<file path="config.mk">
export PLATFORM = sky130hd
export DESIGN_NAME = writeback_queue
export DESIGN_NICKNAME = d
export VERILOG_FILES = /design/src/rtl/cpu_pkg.sv /design/src/rtl/wb_fifo.sv /design/src/rtl/writeback_queue.sv
export SDC_FILE = /design/constraint.sdc
export NUM_CORES = 1
export LEC_CHECK = 0
export BUFFER_PORTS_ARGS = -buffer_cell sky130_fd_sc_hd__buf_2
export CAP_MARGIN = 20
export CORE_MARGIN = 2
export CORE_UTILIZATION = 55
export CTS_CLUSTER_SIZE = 16
export DETAILED_ROUTE_END_ITERATION = 16
export PLACE_DENSITY_LB_ADDON = 0.25
export SLEW_MARGIN = 15
export SYNTH_ARGS = -nofsm -noshare
export SYNTH_HDL_FRONTEND = slang
export SYNTH_SLANG_ARGS = --single-unit
export TNS_END_PERCENT = 10
</file>
<file path="constraint.sdc">
create_clock -name clk -period 6.75 [get_ports clk]
set_clock_uncertainty 0.15 [all_clocks]
set_input_delay 0.675 -clock clk [delete_from_list [all_inputs] [get_ports clk]]
set_output_delay 0.675 -clock clk [all_outputs]
set_load 0.01 [all_outputs]
</file>
<file path="src/rtl/cpu_pkg.sv">
// Shared CPU definitions: register-file geometry and the write-back entry format.
package cpu_pkg;

    localparam int DATA_WIDTH    = 32;
    localparam int NUM_REGISTERS = 32;
    localparam int REG_IDX_WIDTH = $clog2(NUM_REGISTERS);

    typedef struct packed {
        logic [REG_IDX_WIDTH-1:0] rd;
        logic [DATA_WIDTH-1:0]    data;
    } wb_entry_t;

endpackage

</file>
<file path="src/rtl/wb_fifo.sv">
// Circular buffer of DEPTH write-back entries. It exposes the whole storage
// array with per-slot valid bits and the read pointer, so the parent can
// build the pending bitmap and search for forwarded values by age.
module wb_fifo
    import cpu_pkg::*;
#(
    parameter int DEPTH = 4
) (
    input  logic                             clk,
    input  logic                             rst,
    input  logic                             push,
    input  wb_entry_t                        push_entry,
    input  logic                             pop,
    output wb_entry_t                        head,
    output logic                             full,
    output logic                             empty,
    output wb_entry_t [DEPTH-1:0]            entries,
    output logic [DEPTH-1:0]                 entry_valid,
    output logic [$clog2(DEPTH)-1:0]         rd_ptr
);

    localparam int PTR_W = $clog2(DEPTH);
    localparam int CNT_W = PTR_W + 1;

    wb_entry_t [DEPTH-1:0] mem_q, mem_d;
    logic [DEPTH-1:0]      valid_q, valid_d;
    logic [PTR_W-1:0]      wr_ptr_q, wr_ptr_d;
    logic [PTR_W-1:0]      rd_ptr_q, rd_ptr_d;
    logic [CNT_W-1:0]      count_q, count_d;
    logic                  do_push;
    logic                  do_pop;

    assign full        = (count_q == CNT_W'(DEPTH));
    assign empty       = (count_q == '0);
    assign do_push     = push && !full;
    assign do_pop      = pop && !empty;
    assign head        = empty ? '0 : mem_q[rd_ptr_q];
    assign entries     = mem_q;
    assign entry_valid = valid_q;
    assign rd_ptr      = rd_ptr_q;

    // Next-state for storage, pointers and occupancy; pointers wrap naturally
    // because DEPTH is a power of two.
    always_comb begin
        mem_d    = mem_q;
        valid_d  = valid_q;
        wr_ptr_d = wr_ptr_q;
        rd_ptr_d = rd_ptr_q;
        count_d  = count_q;
        if (do_push) begin
            mem_d[wr_ptr_q]   = push_entry;
            valid_d[wr_ptr_q] = 1'b1;
            wr_ptr_d          = wr_ptr_q + 1'b1;
        end
        if (do_pop) begin
            valid_d[rd_ptr_q] = 1'b0;
            rd_ptr_d          = rd_ptr_q + 1'b1;
        end
        case ({do_push, do_pop})
            2'b10:   count_d = count_q + 1'b1;
            2'b01:   count_d = count_q - 1'b1;
            default: count_d = count_q;
        endcase
    end

    // State register; reset flushes every queued entry.
    always_ff @(posedge clk) begin
        if (rst) begin
            mem_q    <= '0;
            valid_q  <= '0;
            wr_ptr_q <= '0;
            rd_ptr_q <= '0;
            count_q  <= '0;
        end else begin
            mem_q    <= mem_d;
            valid_q  <= valid_d;
            wr_ptr_q <= wr_ptr_d;
            rd_ptr_q <= rd_ptr_d;
            count_q  <= count_d;
        end
    end

endmodule

</file>
<file path="src/rtl/writeback_queue.sv">
// Register-file write-back queue: arbitrates load and ALU results into an
// in-order FIFO, drains the head onto the write port, and publishes a
// pending-write bitmap. Optional read forwarding from queued entries is
// built when WB_FORWARD_EN is defined; otherwise the forwarding outputs are 0.
module writeback_queue
    import cpu_pkg::*;
#(
    parameter int DEPTH = 4
) (
    input  logic                     clk,
    input  logic                     rst,
    input  logic                     mem_valid,
    output logic                     mem_ready,
    input  logic [REG_IDX_WIDTH-1:0] mem_rd,
    input  logic [DATA_WIDTH-1:0]    mem_data,
    input  logic                     alu_valid,
    output logic                     alu_ready,
    input  logic [REG_IDX_WIDTH-1:0] alu_rd,
    input  logic [DATA_WIDTH-1:0]    alu_data,
    output logic [REG_IDX_WIDTH-1:0] write_register,
    output logic [DATA_WIDTH-1:0]    write_data,
    output logic                     write_data_valid,
    input  logic                     write_valid,
    output logic [NUM_REGISTERS-1:0] pending,
    input  logic [REG_IDX_WIDTH-1:0] query_reg_1,
    input  logic [REG_IDX_WIDTH-1:0] query_reg_2,
    output logic                     fwd_hit_1,
    output logic                     fwd_hit_2,
    output logic [DATA_WIDTH-1:0]    fwd_data_1,
    output logic [DATA_WIDTH-1:0]    fwd_data_2
);

    localparam int PTR_W = $clog2(DEPTH);

    wb_entry_t             push_entry;
    wb_entry_t             head;
    wb_entry_t [DEPTH-1:0] entries;
    logic [DEPTH-1:0]      entry_valid;
    logic [PTR_W-1:0]      rd_ptr;
    logic                  full;
    logic                  empty;
    logic                  push;
    logic                  pop;

    assign mem_ready = !full && !rst;
    assign alu_ready = !full && !mem_valid && !rst;

    // Load wins arbitration; results aimed at x0 complete the handshake but are dropped.
    always_comb begin
        push       = 1'b0;
        push_entry = '0;
        if (mem_valid && mem_ready) begin
            push       = (mem_rd != '0);
            push_entry = '{rd: mem_rd, data: mem_data};
        end else if (alu_valid && alu_ready) begin
            push       = (alu_rd != '0);
            push_entry = '{rd: alu_rd, data: alu_data};
        end
    end

    assign pop              = !empty && write_valid;
    assign write_data_valid = !empty;
    assign write_register   = head.rd;
    assign write_data       = head.data;

    wb_fifo #(.DEPTH(DEPTH)) u_fifo (
        .clk         (clk),
        .rst         (rst),
        .push        (push),
        .push_entry  (push_entry),
        .pop         (pop),
        .head        (head),
        .full        (full),
        .empty       (empty),
        .entries     (entries),
        .entry_valid (entry_valid),
        .rd_ptr      (rd_ptr)
    );

    // Pending bitmap: one bit per register targeted by any live entry.
    always_comb begin
        pending = '0;
        for (int i = 0; i < DEPTH; i++) begin
            if (entry_valid[i]) pending[entries[i].rd] = 1'b1;
        end
        pending[0] = 1'b0;
    end

`ifdef WB_FORWARD_EN
    logic [PTR_W-1:0] idx;

    // Walk from oldest to youngest so the last match seen is the youngest.
    always_comb begin
        fwd_hit_1  = 1'b0;
        fwd_hit_2  = 1'b0;
        fwd_data_1 = '0;
        fwd_data_2 = '0;
        idx        = '0;
        for (int k = 0; k < DEPTH; k++) begin
            idx = rd_ptr + PTR_W'(k);
            if (entry_valid[idx] && query_reg_1 != '0 && entries[idx].rd == query_reg_1) begin
                fwd_hit_1  = 1'b1;
                fwd_data_1 = entries[idx].data;
            end
            if (entry_valid[idx] && query_reg_2 != '0 && entries[idx].rd == query_reg_2) begin
                fwd_hit_2  = 1'b1;
                fwd_data_2 = entries[idx].data;
            end
        end
    end
`else
    logic unused_fwd;
    assign unused_fwd = ^{query_reg_1, query_reg_2, rd_ptr};
    assign fwd_hit_1  = 1'b0;
    assign fwd_hit_2  = 1'b0;
    assign fwd_data_1 = '0;
    assign fwd_data_2 = '0;
`endif

endmodule

</file>
==> results of run 1 <==
==> worst paths after layout <==
check | from | end | slack (ps) | cells after the start
max reg2reg | u_fifo.count_q[0] | u_fifo.entries[140] | 3980 | 5
min reg2reg | u_fifo.wr_ptr_q[0] | u_fifo.wr_ptr_q[0] | 370 | 1
max | mem_valid | u_fifo.entries[140] | 3260 | 7
min | u_fifo.wr_ptr_q[0] | u_fifo.wr_ptr_q[0] | 370 | 1
==> layer usage <==
metal,part of all wire,global-route usage
met2,0.47,0.410
met1,0.45,0.333
met4,0.016,0.0825
met3,0.068,0.0511
met5,0,0
==> layout make-up <==
class	count	area share
multi-input combinational	729	0.546
sequential	159	0.293
timing repair buffer	159	0.0757
clock buffer	26	0.0478
tap	225	0.0259
inverter	21	0.00725
clock inverter	4	0.00472
==> flip-flops by register name, indices dropped and copies added (netlist names) <==
name / flops
u_fifo.rd_ptr: 2
u_fifo.wr_ptr_q: 2
u_fifo.entry_valid: 4
u_fifo.count_q: 3
u_fifo.entries: 148
==> cells by family after synthesis <==
group	share of synthesized area
flip-flops	0.325
buffers and inverters	0.0974
AO/OA/AOI/OAI	0.0811
XOR/XNOR	0.00268
adder cells (fa/ha/maj)	0.0135
AND/OR/NAND/NOR	0.215
other	0.000383
multiplexers	0.265
==> power breakdown <==
group / switching, mW / total [mW] / internal [mW]
registers: 0.0986 / 1.12 / 1.03
clock network: 0.365 / 0.927 / 0.562
logic: 0.465 / 0.811 / 0.346
==> layout by cell type (no fill, tap or decap), types with 37 or more instances in the layout <==
master / instances
mux4_2: 37
mux2_2: 73
conb_1: 67
buf_2: 148
nand3b_1: 48
a21oi_1: 43
nor2b_1: 187
mux2_1: 57
nand2_1: 46
dfxtp_1: 157
==> through the flow <==
step	hold slack [ps]	setup WS (ps)
6_report	369	3260
2_1_floorplan	325	4120
3_3_place_gp	352	2820
3_5_place_dp	363	2790
4_1_cts	373	3200
5_1_grt	409	3050
==> critical path: stages <==
cell and delay [ps]:
buf_2 80, buf_4 520, nor2_1 100, a31oi_1 650, nand3_2 740, buf_4 520, mux2_4 330
==> impl_metrics.env, run 1 <==
export IMPL_status="complete, no violations"
export IMPL_dp_cells=1293
export IMPL_critPathMaxFanout=78
export IMPL_seq_area_mm2=0.00319
export IMPL_grt_max_degree=83
export IMPL_tns_ps=0
export IMPL_vias=7435
export IMPL_timing_fmax_mhz=286
export IMPL_post_cts_repair_setup_buffers=0
export IMPL_synth_ff_type="dfxtp_1"
export IMPL_grt_first_pass_wirelength_um=36700
export IMPL_drive_above_1_share=0.303
export IMPL_yosysTopAreaCell="dfxtp_1"
export IMPL_numCtsBuffers=17
export IMPL_layoutNonFillerInstCount=1323
export IMPL_slew_viol_final=0
export IMPL_ys_ff_latch=159
export IMPL_drc=0
export IMPL_critPathKind="in2reg"
export IMPL_rsz0062_at_grt="no"
export IMPL_p_leak_nw=4.75
export IMPL_num_fill_cells=1479
export IMPL_clk_latency_ps=430
export IMPL_drt_total_wl_um=23200
export IMPL_multi_input_area_mm2=0.00593
export IMPL_ant_nets=0
export IMPL_grt_usage=0.251
export IMPL_finalCriticalPeriod_ps=3490
export IMPL_syn_cell_area_mm2=0.00980
export IMPL_yosys_warnings=0
export IMPL_final_area_mm2=0.0109
export IMPL_synth_area_per_cell_um2=9.92
export IMPL_startpoint_type="input port"
export IMPL_postPlaceCellArea_mm2=0.0103
export IMPL_max_slew_margin_rel=0.265
export IMPL_setup_viol=0
export IMPL_die_area_mm2=0.0189
export IMPL_coreArea_mm2=0.0174
export IMPL_period_share=0.517
export IMPL_hpwl_um=15300
export IMPL_hold_viol_final=0
export IMPL_num_antenna_cells=0
export IMPL_cts_repair_resized=0
export IMPL_io_buffers=149
export IMPL_die_x_um=137
export IMPL_syn_to_final_growth_pct=11.0
export IMPL_pin_count=227
export IMPL_htree_levels=4
export IMPL_cts_tree="yes"
export IMPL_ys_types=47
export IMPL_yosys_cell_count_top_type="nor2b_1"
export IMPL_worstMarginPinSlew_ps=1090
export IMPL_synth_cells=988
export IMPL_synthTopCellsByArea="dfxtp_1 32%, nor2b_1 12%, mux4_2 8.5%"
export IMPL_gp_congestion=0.916
export IMPL_endpoint_kind="flip-flop"
export IMPL_p_total_mw=2.86
export IMPL_hold_buffers=0
export IMPL_initial_core_util=0.565
export IMPL_synth_enable_flop_cells=0
export IMPL_synth_top_area_share=0.325
export IMPL_rows=48
export IMPL_root_buffer="clkbuf_16"
export IMPL_maxCapViolations=0
export IMPL_required_ps=6910
export IMPL_hold_path_class="reg2reg"
export IMPL_drtPass1Iterations=5
export IMPL_grt_pass1_vias=7047
export IMPL_cts_max_path_buffers=2
export IMPL_synth_seq_area_share=0.325
export IMPL_synthArstFlopShare=0
export IMPL_arrival_ps=3660
export IMPL_ir_drop_v=0.000225
export IMPL_clkSlewWorstSetupHoldPaths_ps=60
export IMPL_clock_sinks=159
export IMPL_utilization=0.626
export IMPL_fp_dieH_um=137
export IMPL_wire_per_inst_um=17.6
export IMPL_viasPerCell=5.62
export IMPL_powerDensity_mw_per_mm2=263
export IMPL_dr_first_iter_drc_count=548
export IMPL_antenna_found_initial=0
export IMPL_grt_overflow_total=0
export IMPL_fin_nets=1186
export IMPL_synth_common_cells="187 x nor2b_1, 159 x dfxtp_1, 73 x mux2_2, 67 x buf_4, 57 x mux2_1"
Power figures use the tool's default switching activity.
==> run 2: changes to the inputs <==
--- a/config.mk
+++ b/config.mk
@@ -5,10 +5,11 @@
 export SDC_FILE = /design/constraint.sdc
 export NUM_CORES = 1
 export LEC_CHECK = 0
+export ABC_AREA = 1
 export BUFFER_PORTS_ARGS = -buffer_cell sky130_fd_sc_hd__buf_2
 export CAP_MARGIN = 20
 export CORE_MARGIN = 2
-export CORE_UTILIZATION = 55
+export CORE_UTILIZATION = 50
 export CTS_CLUSTER_SIZE = 16
 export DETAILED_ROUTE_END_ITERATION = 16
 export PLACE_DENSITY_LB_ADDON = 0.25
==> constraint.sdc (replaced) <==
create_clock -name clk -period 2.9 [get_ports clk]
set_clock_uncertainty 0.15 [all_clocks]
set_input_delay 0.29 -clock clk [delete_from_list [all_inputs] [get_ports clk]]
set_output_delay 0.29 -clock clk [all_outputs]
set_load 0.01 [all_outputs]
==> run 2 against run 1 <==
  * Sequential share of layout area fell by 0.46 points
  * Combinational power rose to 3.2 times the previous value
  * Cell area grew 1.6%
  * Core utilization decreased by 5.5 points
  * Via count rose by 30%
  * First-iteration DRC count is 29% higher
  * Clock power rose to 2.6 times the previous value
  * Global-route usage grew 0.58 points
  * Critical path type is now reg2out
  * Critical endpoint is now write_data[18]
  * Largest cell class unchanged
  * Largest power group is now combinational cells
  * Highest routed layer unchanged
==> impl_metrics.env, run 2 <==
export IMPL_synth_ff_type="dfxtp_1"
export IMPL_timing_fmax_mhz=397
export IMPL_pin_count=227
export IMPL_dr_first_iter_drc_count=709
export IMPL_status="complete, no violations"
export IMPL_synthAdderAreaFrac=0.0135
export IMPL_final_area_mm2=0.0110
export IMPL_antenna_found_initial=1
export IMPL_r2r_start="u_fifo.count_q[1]"
export IMPL_crit_path_top_delay_cell="buf_4"
export IMPL_rows=51
export IMPL_reg2reg_to="u_fifo.count_q[2]"
export IMPL_cts_max_path_buffers=2
export IMPL_fin_nets=1800
export IMPL_ff2ff_path_depth=12
export IMPL_seq_area_mm2=0.00318
export IMPL_max_stage_delay_ps=640
export IMPL_synth_area_per_cell_um2=6.14
export IMPL_synth_top_family_by_area="simple AND/OR/NAND/NOR gates"
export IMPL_clkSlewWorstSetupHoldPaths_ps=60
export IMPL_numCtsBuffers=17
export IMPL_synth_enable_flop_cells=0
export IMPL_initial_core_util=0.507
export IMPL_grt_pass1_vias=8789
export IMPL_setup_viol=0
export IMPL_htree_levels=4
export IMPL_startpoint_type="flip-flop"
export IMPL_ant_nets=0
export IMPL_synth_simple_area_share=0.298
export IMPL_critPathMaxFanout=76
export IMPL_drive_above_1_share=0.142
export IMPL_num_fill_cells=1977
export IMPL_drc=0
export IMPL_p_total_mw=7.50
export IMPL_finalCriticalPeriod_ps=2520
export IMPL_grt_overflow_total=0
export IMPL_synth_top_area_share=0.325
export IMPL_arrival_ps=2080
export IMPL_worstMarginPinSlew_ps=800
export IMPL_p_leak_nw=5.85
export IMPL_gp_congestion=0.952
export IMPL_coreArea_mm2=0.0193
export IMPL_rrSetupSlack_ps=670
export IMPL_postPlaceCellArea_mm2=0.0104
export IMPL_powerDensity_mw_per_mm2=679
export IMPL_cts_tree="yes"
export IMPL_dp_cells=1946
export IMPL_critPathKind="reg2out"
export IMPL_required_ps=2460
export IMPL_root_buffer="clkbuf_16"
export IMPL_hold_viol_final=0
export IMPL_clock_sinks=159
export IMPL_endpoint_kind="output port"
export IMPL_vias=9648
export IMPL_largest_reg_flops=148
export IMPL_ir_drop_v=0.000538
export IMPL_grt_usage=0.257
export IMPL_layout_common_cells="363 x nand2_1, 324 x nor2_1, 226 x inv_1"
export IMPL_syn_cell_area_mm2=0.00979
export IMPL_period_share=0.869
export IMPL_io_buffers=149
export IMPL_final_common_cell="nand2_1"
export IMPL_cp_cell_sequence="buf_4 > o21ai_0 > a21oi_1 > buf_2"
export IMPL_cp_buffers_inverters=2
export IMPL_synth_common_cells="363 x nand2_1, 324 x nor2_1, 227 x inv_1, 159 x dfxtp_1, 139 x a21oi_1"
export IMPL_slew_viol_final=0
export IMPL_setup_worst_path_end="write_data[18]"
export IMPL_multi_input_area_mm2=0.00504
export IMPL_drt_total_wl_um=25800
export IMPL_fp_dieH_um=144
export IMPL_yosys_warnings=0
export IMPL_ys_types=29
export IMPL_synthArstFlopShare=0
export IMPL_synth_mux_area_frac=0
export IMPL_wire_per_inst_um=13.0
export IMPL_tns_ps=0
export IMPL_hpwl_um=17100
export IMPL_layoutNonFillerInstCount=1980
export IMPL_die_x_um=144
export IMPL_synth_xor_area_frac=0
export IMPL_max_slew_margin_rel=0.467
export IMPL_maxCapViolations=0
export IMPL_yosys_cell_count_top_type="nand2_1"
export IMPL_viasPerCell=4.87
export IMPL_grt_max_degree=157
export IMPL_synth_cells=1594
export IMPL_critPathLaunch="u_fifo.rd_ptr[0]"
export IMPL_syn_to_final_growth_pct=12.7
export IMPL_hold_path_class="in2reg"
export IMPL_synth_seq_area_share=0.325
export IMPL_grt_first_pass_wirelength_um=42700
export IMPL_crit_family="buffers and inverters"
export IMPL_clk_latency_ps=420
export IMPL_die_area_mm2=0.0207
export IMPL_yosysTopAreaCell="dfxtp_1"
export IMPL_rsz0062_at_grt="no"
export IMPL_ys_ff_latch=159
export IMPL_drtPass1Iterations=6
export IMPL_synthTopCellsByArea="dfxtp_1 32%, nand2_1 14%, nor2_1 12%"
export IMPL_synth_compound_area_share=0.177
export IMPL_cp_depth=4
run 2: layout make-up:
cell class	count	area share
tap	265	0.0300
sequential	159	0.288
timing repair buffer	171	0.0884
multi-input combinational	1121	0.456
antenna	1	0.000227
clock buffer	21	0.0408
inverter	231	0.0787
clock inverter	11	0.0170
run 2: kinds of logic after synthesis:
group,count (synthesis)
other,1
buffers and inverters,380
AOI/OAI and AO/OA,297
DFF,159
and+or+nand+nor,747
adders and majority gates,10
run 2: power by group:
part | internal (mW) | total, mW | switching, mW
Sequential | 2.38 | 2.48 | 0.0970
Clock | 1.55 | 2.44 | 0.891
Combinational | 0.828 | 2.59 | 1.76
run 2: tightest hold or removal path, delay by kind of cell:
kind            cells  cell delay [ps]
compound gates      1               80
simple gates        1              120
buf+inv             1              100
run 2: metal layers:
metal / part of all wire / GRT usage / up-vias
met5: 0 / 0 / -
met4: 0.018 / 0.0784 / 0
met3: 0.060 / 0.0383 / 35
met2: 0.48 / 0.446 / 336
met1: 0.44 / 0.329 / 4269
li1: - / - / 5008
run 2: metrics by stage:
| stage | util | setup slack (ps) | hold slack (ps) |
|---|---|---|---|
| floorplan | - | 855 | 209 |
| global placement | 0.538 | 595 | 335 |
| detailed placement | 0.538 | 576 | 345 |
| CTS | 0.571 | 365 | 63.4 |
| global route | 0.571 | 280 | 76.9 |
| finish | 0.571 | 379 | 73.8 |
run 2: worst min path at each step:
stage          slack [ps]                  start  cells past startpoint               endpoint
2_1_floorplan         210                    rst                      1     u_fifo.wr_ptr_q[0]
3_3_place_gp          330  u_fifo.entry_valid[0]                      2  u_fifo.entry_valid[0]
3_5_place_dp          340  u_fifo.entry_valid[0]                      2  u_fifo.entry_valid[0]
4_1_cts                60            write_valid                      3       u_fifo.rd_ptr[0]
5_1_grt                80            write_valid                      3       u_fifo.rd_ptr[1]
6_report               70            write_valid                      3       u_fifo.rd_ptr[1]
run 2: timing repair:
item	in CTS	in global routing
endpoints found under the hold margin	3	0
setup buffers	0	0
resized for setup	0	0
hold buffers	1	0
==> run 3: changes to the inputs <==
--- a/config.mk
+++ b/config.mk
@@ -9,7 +9,7 @@
 export BUFFER_PORTS_ARGS = -buffer_cell sky130_fd_sc_hd__buf_2
 export CAP_MARGIN = 20
 export CORE_MARGIN = 2
-export CORE_UTILIZATION = 50
+export CORE_UTILIZATION = 40
 export CTS_CLUSTER_SIZE = 16
 export DETAILED_ROUTE_END_ITERATION = 16
 export PLACE_DENSITY_LB_ADDON = 0.25
==> run 3 against run 2 <==
  * Clock power rose by 2%
  * Global-route usage fell by 5.5 points
  * Setup slack got worse by 16 ps
  * First-iteration DRC count fell by 6.9%
  * Cell count rose by 2.6%
  * Flip-flop and latch count did not move
  * Die area rose by 24%
  * Non-clock buffer count fell by 6
  * Largest cell class unchanged
==> impl_metrics.env, run 3 (same netlist as run 2, synthesis figures left out) <==
export IMPL_status="complete, no violations"
export IMPL_p_total_mw=7.55
export IMPL_antenna_found_initial=0
export IMPL_hpwl_um=16500
export IMPL_gp_congestion=0.903
export IMPL_final_common_cell="nand2_1"
export IMPL_io_buffers=149
export IMPL_slew_viol_final=0
export IMPL_clk_latency_ps=420
export IMPL_endpoint_kind="output port"
export IMPL_r2r_start="u_fifo.count_q[1]"
export IMPL_tns_ps=0
export IMPL_drtPass1Iterations=6
export IMPL_critPathMaxFanout=76
export IMPL_grt_usage=0.202
export IMPL_layout_common_cells="363 x nand2_1, 324 x nor2_1, 226 x inv_1"
export IMPL_htree_levels=4
export IMPL_pin_count=227
export IMPL_grt_overflow_total=0
export IMPL_syn_to_final_growth_pct=13.6
export IMPL_powerDensity_mw_per_mm2=679
export IMPL_vias=9447
export IMPL_numCtsBuffers=17
export IMPL_drt_total_wl_um=25900
export IMPL_switchingPower_mw=2.78
export IMPL_clkSlewWorstSetupHoldPaths_ps=60
export IMPL_min_path_cells=5
export IMPL_clock_sinks=159
export IMPL_startpoint_type="flip-flop"
export IMPL_p_int_mw=4.78
export IMPL_dr_first_iter_drc_count=660
export IMPL_cts_tree="yes"
export IMPL_rsz0062_at_grt="no"
export IMPL_cp_cell_sequence="buf_4 > o21ai_0 > a21oi_1 > buf_2"
export IMPL_hold_viol_final=0
export IMPL_largest_reg_flops=148
export IMPL_period_share=0.875
export IMPL_fin_nets=1794
export IMPL_maxCapViolations=0
export IMPL_fp_dieH_um=160
export IMPL_drc=0
export IMPL_rrSetupSlack_ps=640
export IMPL_p_sw_frac=0.368
export IMPL_required_ps=2460
export IMPL_timing_fmax_mhz=394
export IMPL_die_x_um=160
export IMPL_root_buffer="clkbuf_16"
export IMPL_cts_max_path_buffers=2
export IMPL_reg2reg_to="u_fifo.count_q[2]"
export IMPL_num_fill_cells=2544
export IMPL_ir_drop_v=0.000428
export IMPL_max_stage_delay_ps=630
export IMPL_wire_per_inst_um=12.7
export IMPL_multi_input_area_mm2=0.00504
export IMPL_max_slew_margin_rel=0.467
export IMPL_clockPowerShare=0.331
export IMPL_crit_path_top_delay_cell="buf_4"
export IMPL_setup_viol=0
export IMPL_hold_start="mem_data[24]"
export IMPL_critPathKind="reg2out"
export IMPL_grt_first_pass_wirelength_um=42600
export IMPL_hold_path_class="in2reg"
export IMPL_worstMarginPinSlew_ps=799
export IMPL_p_leak_nw=5.85
export IMPL_pwr_share_comb=0.339
export IMPL_viasPerCell=4.65
export IMPL_seq_power_share=0.330
export IMPL_finalCriticalPeriod_ps=2540
export IMPL_grt_max_degree=157
export IMPL_ant_nets=0
export IMPL_die_area_mm2=0.0258
export IMPL_post_cts_repair_setup_buffers=0
export IMPL_arrival_ps=2100
export IMPL_min_to="u_fifo.entries[24]"
export IMPL_seq_area_mm2=0.00319
export IMPL_coreArea_mm2=0.0242
export IMPL_rows=57
export IMPL_num_antenna_cells=0
export IMPL_hold_slack_ps=83.9
export IMPL_drive_above_1_share=0.142
export IMPL_initial_core_util=0.405
export IMPL_grt_pass1_vias=8546
export IMPL_ff2ff_path_depth=11
==> run 3: cell count changes in the layout (fill, tap and decap cells not counted) <==
cell	change
buf_4	-9
buf_12	+3
clkbuf_1	-3
clkinv_4	+2
clkbuf_8	+1
clkinv_2	-1
dfxtp_1	-1
dfxtp_2	+1
diode_2	-1
inv_6	+1
nor2_2	+1
nor2_4	-1
==> run 3: timing repair <==
action,4_1_cts,5_1_grt
endpoints found under the hold margin,3,0
resized for setup,0,0
hold buffers,1,0
==> run 3: worst max-delay path by stage <==
| stage | startpoint | cells past startpoint | end |
|---|---|---|---|
| after floorplan | u_fifo.count_q[1] | 11 | u_fifo.count_q[2] |
| after global routing | u_fifo.rd_ptr[0] | 4 | write_data[20] |
| after CTS | u_fifo.rd_ptr[0] | 4 | write_data[20] |
| final | u_fifo.rd_ptr[0] | 4 | write_data[1] |
| after detailed placement | alu_rd[4] | 13 | u_fifo.count_q[2] |
| after global placement | alu_rd[4] | 13 | u_fifo.count_q[2] |
==> run 3: worst max-delay path, delay by kind of cell (launching register included) <==
family | cells | cell delay (ps)
buffers and inverters | 2 | 820
AOI/OAI and AO/OA | 2 | 510
DFF | 1 | 330
==> run 3: cell type report <==
| type | instances | share of cell area |
|---|---|---|
| inverters | 231 | 0.0782 |
| repair buffers | 165 | 0.0870 |
| clock buffers | 19 | 0.0407 |
| well taps | 324 | 0.0364 |
| flip-flops and latches | 159 | 0.286 |
| clock inverters | 13 | 0.0188 |
| multi-input cells | 1121 | 0.453 |
==> run 3: power groups by stage <==
stage	sequential (mW)	combinational (mW)	clock [mW]
5_1_grt	2.52	2.91	2.62
4_1_cts	2.50	2.60	2.55
3_5_place_dp	2.55	2.58	0
3_3_place_gp	2.54	2.57	0
2_1_floorplan	2.50	1.82	0
6_report	2.50	2.56	2.50
==> run 3: through the flow <==
step	setup slack (ps)	std cells	utilization	instance area, um2
2_1_floorplan	855	1660	-	10000
3_3_place_gp	565	1999	0.432	10500
3_5_place_dp	558	1999	0.432	10500
4_1_cts	356	2032	0.460	11100
5_1_grt	218	2032	0.460	11100
6_report	364	2032	0.460	11100
==> run 3: per-layer routing <==
layer / part of all wire / global-route usage
met1: 0.47 / 0.261
met4: 0.017 / 0.0655
met2: 0.46 / 0.344
met5: 0 / 0
met3: 0.051 / 0.0341
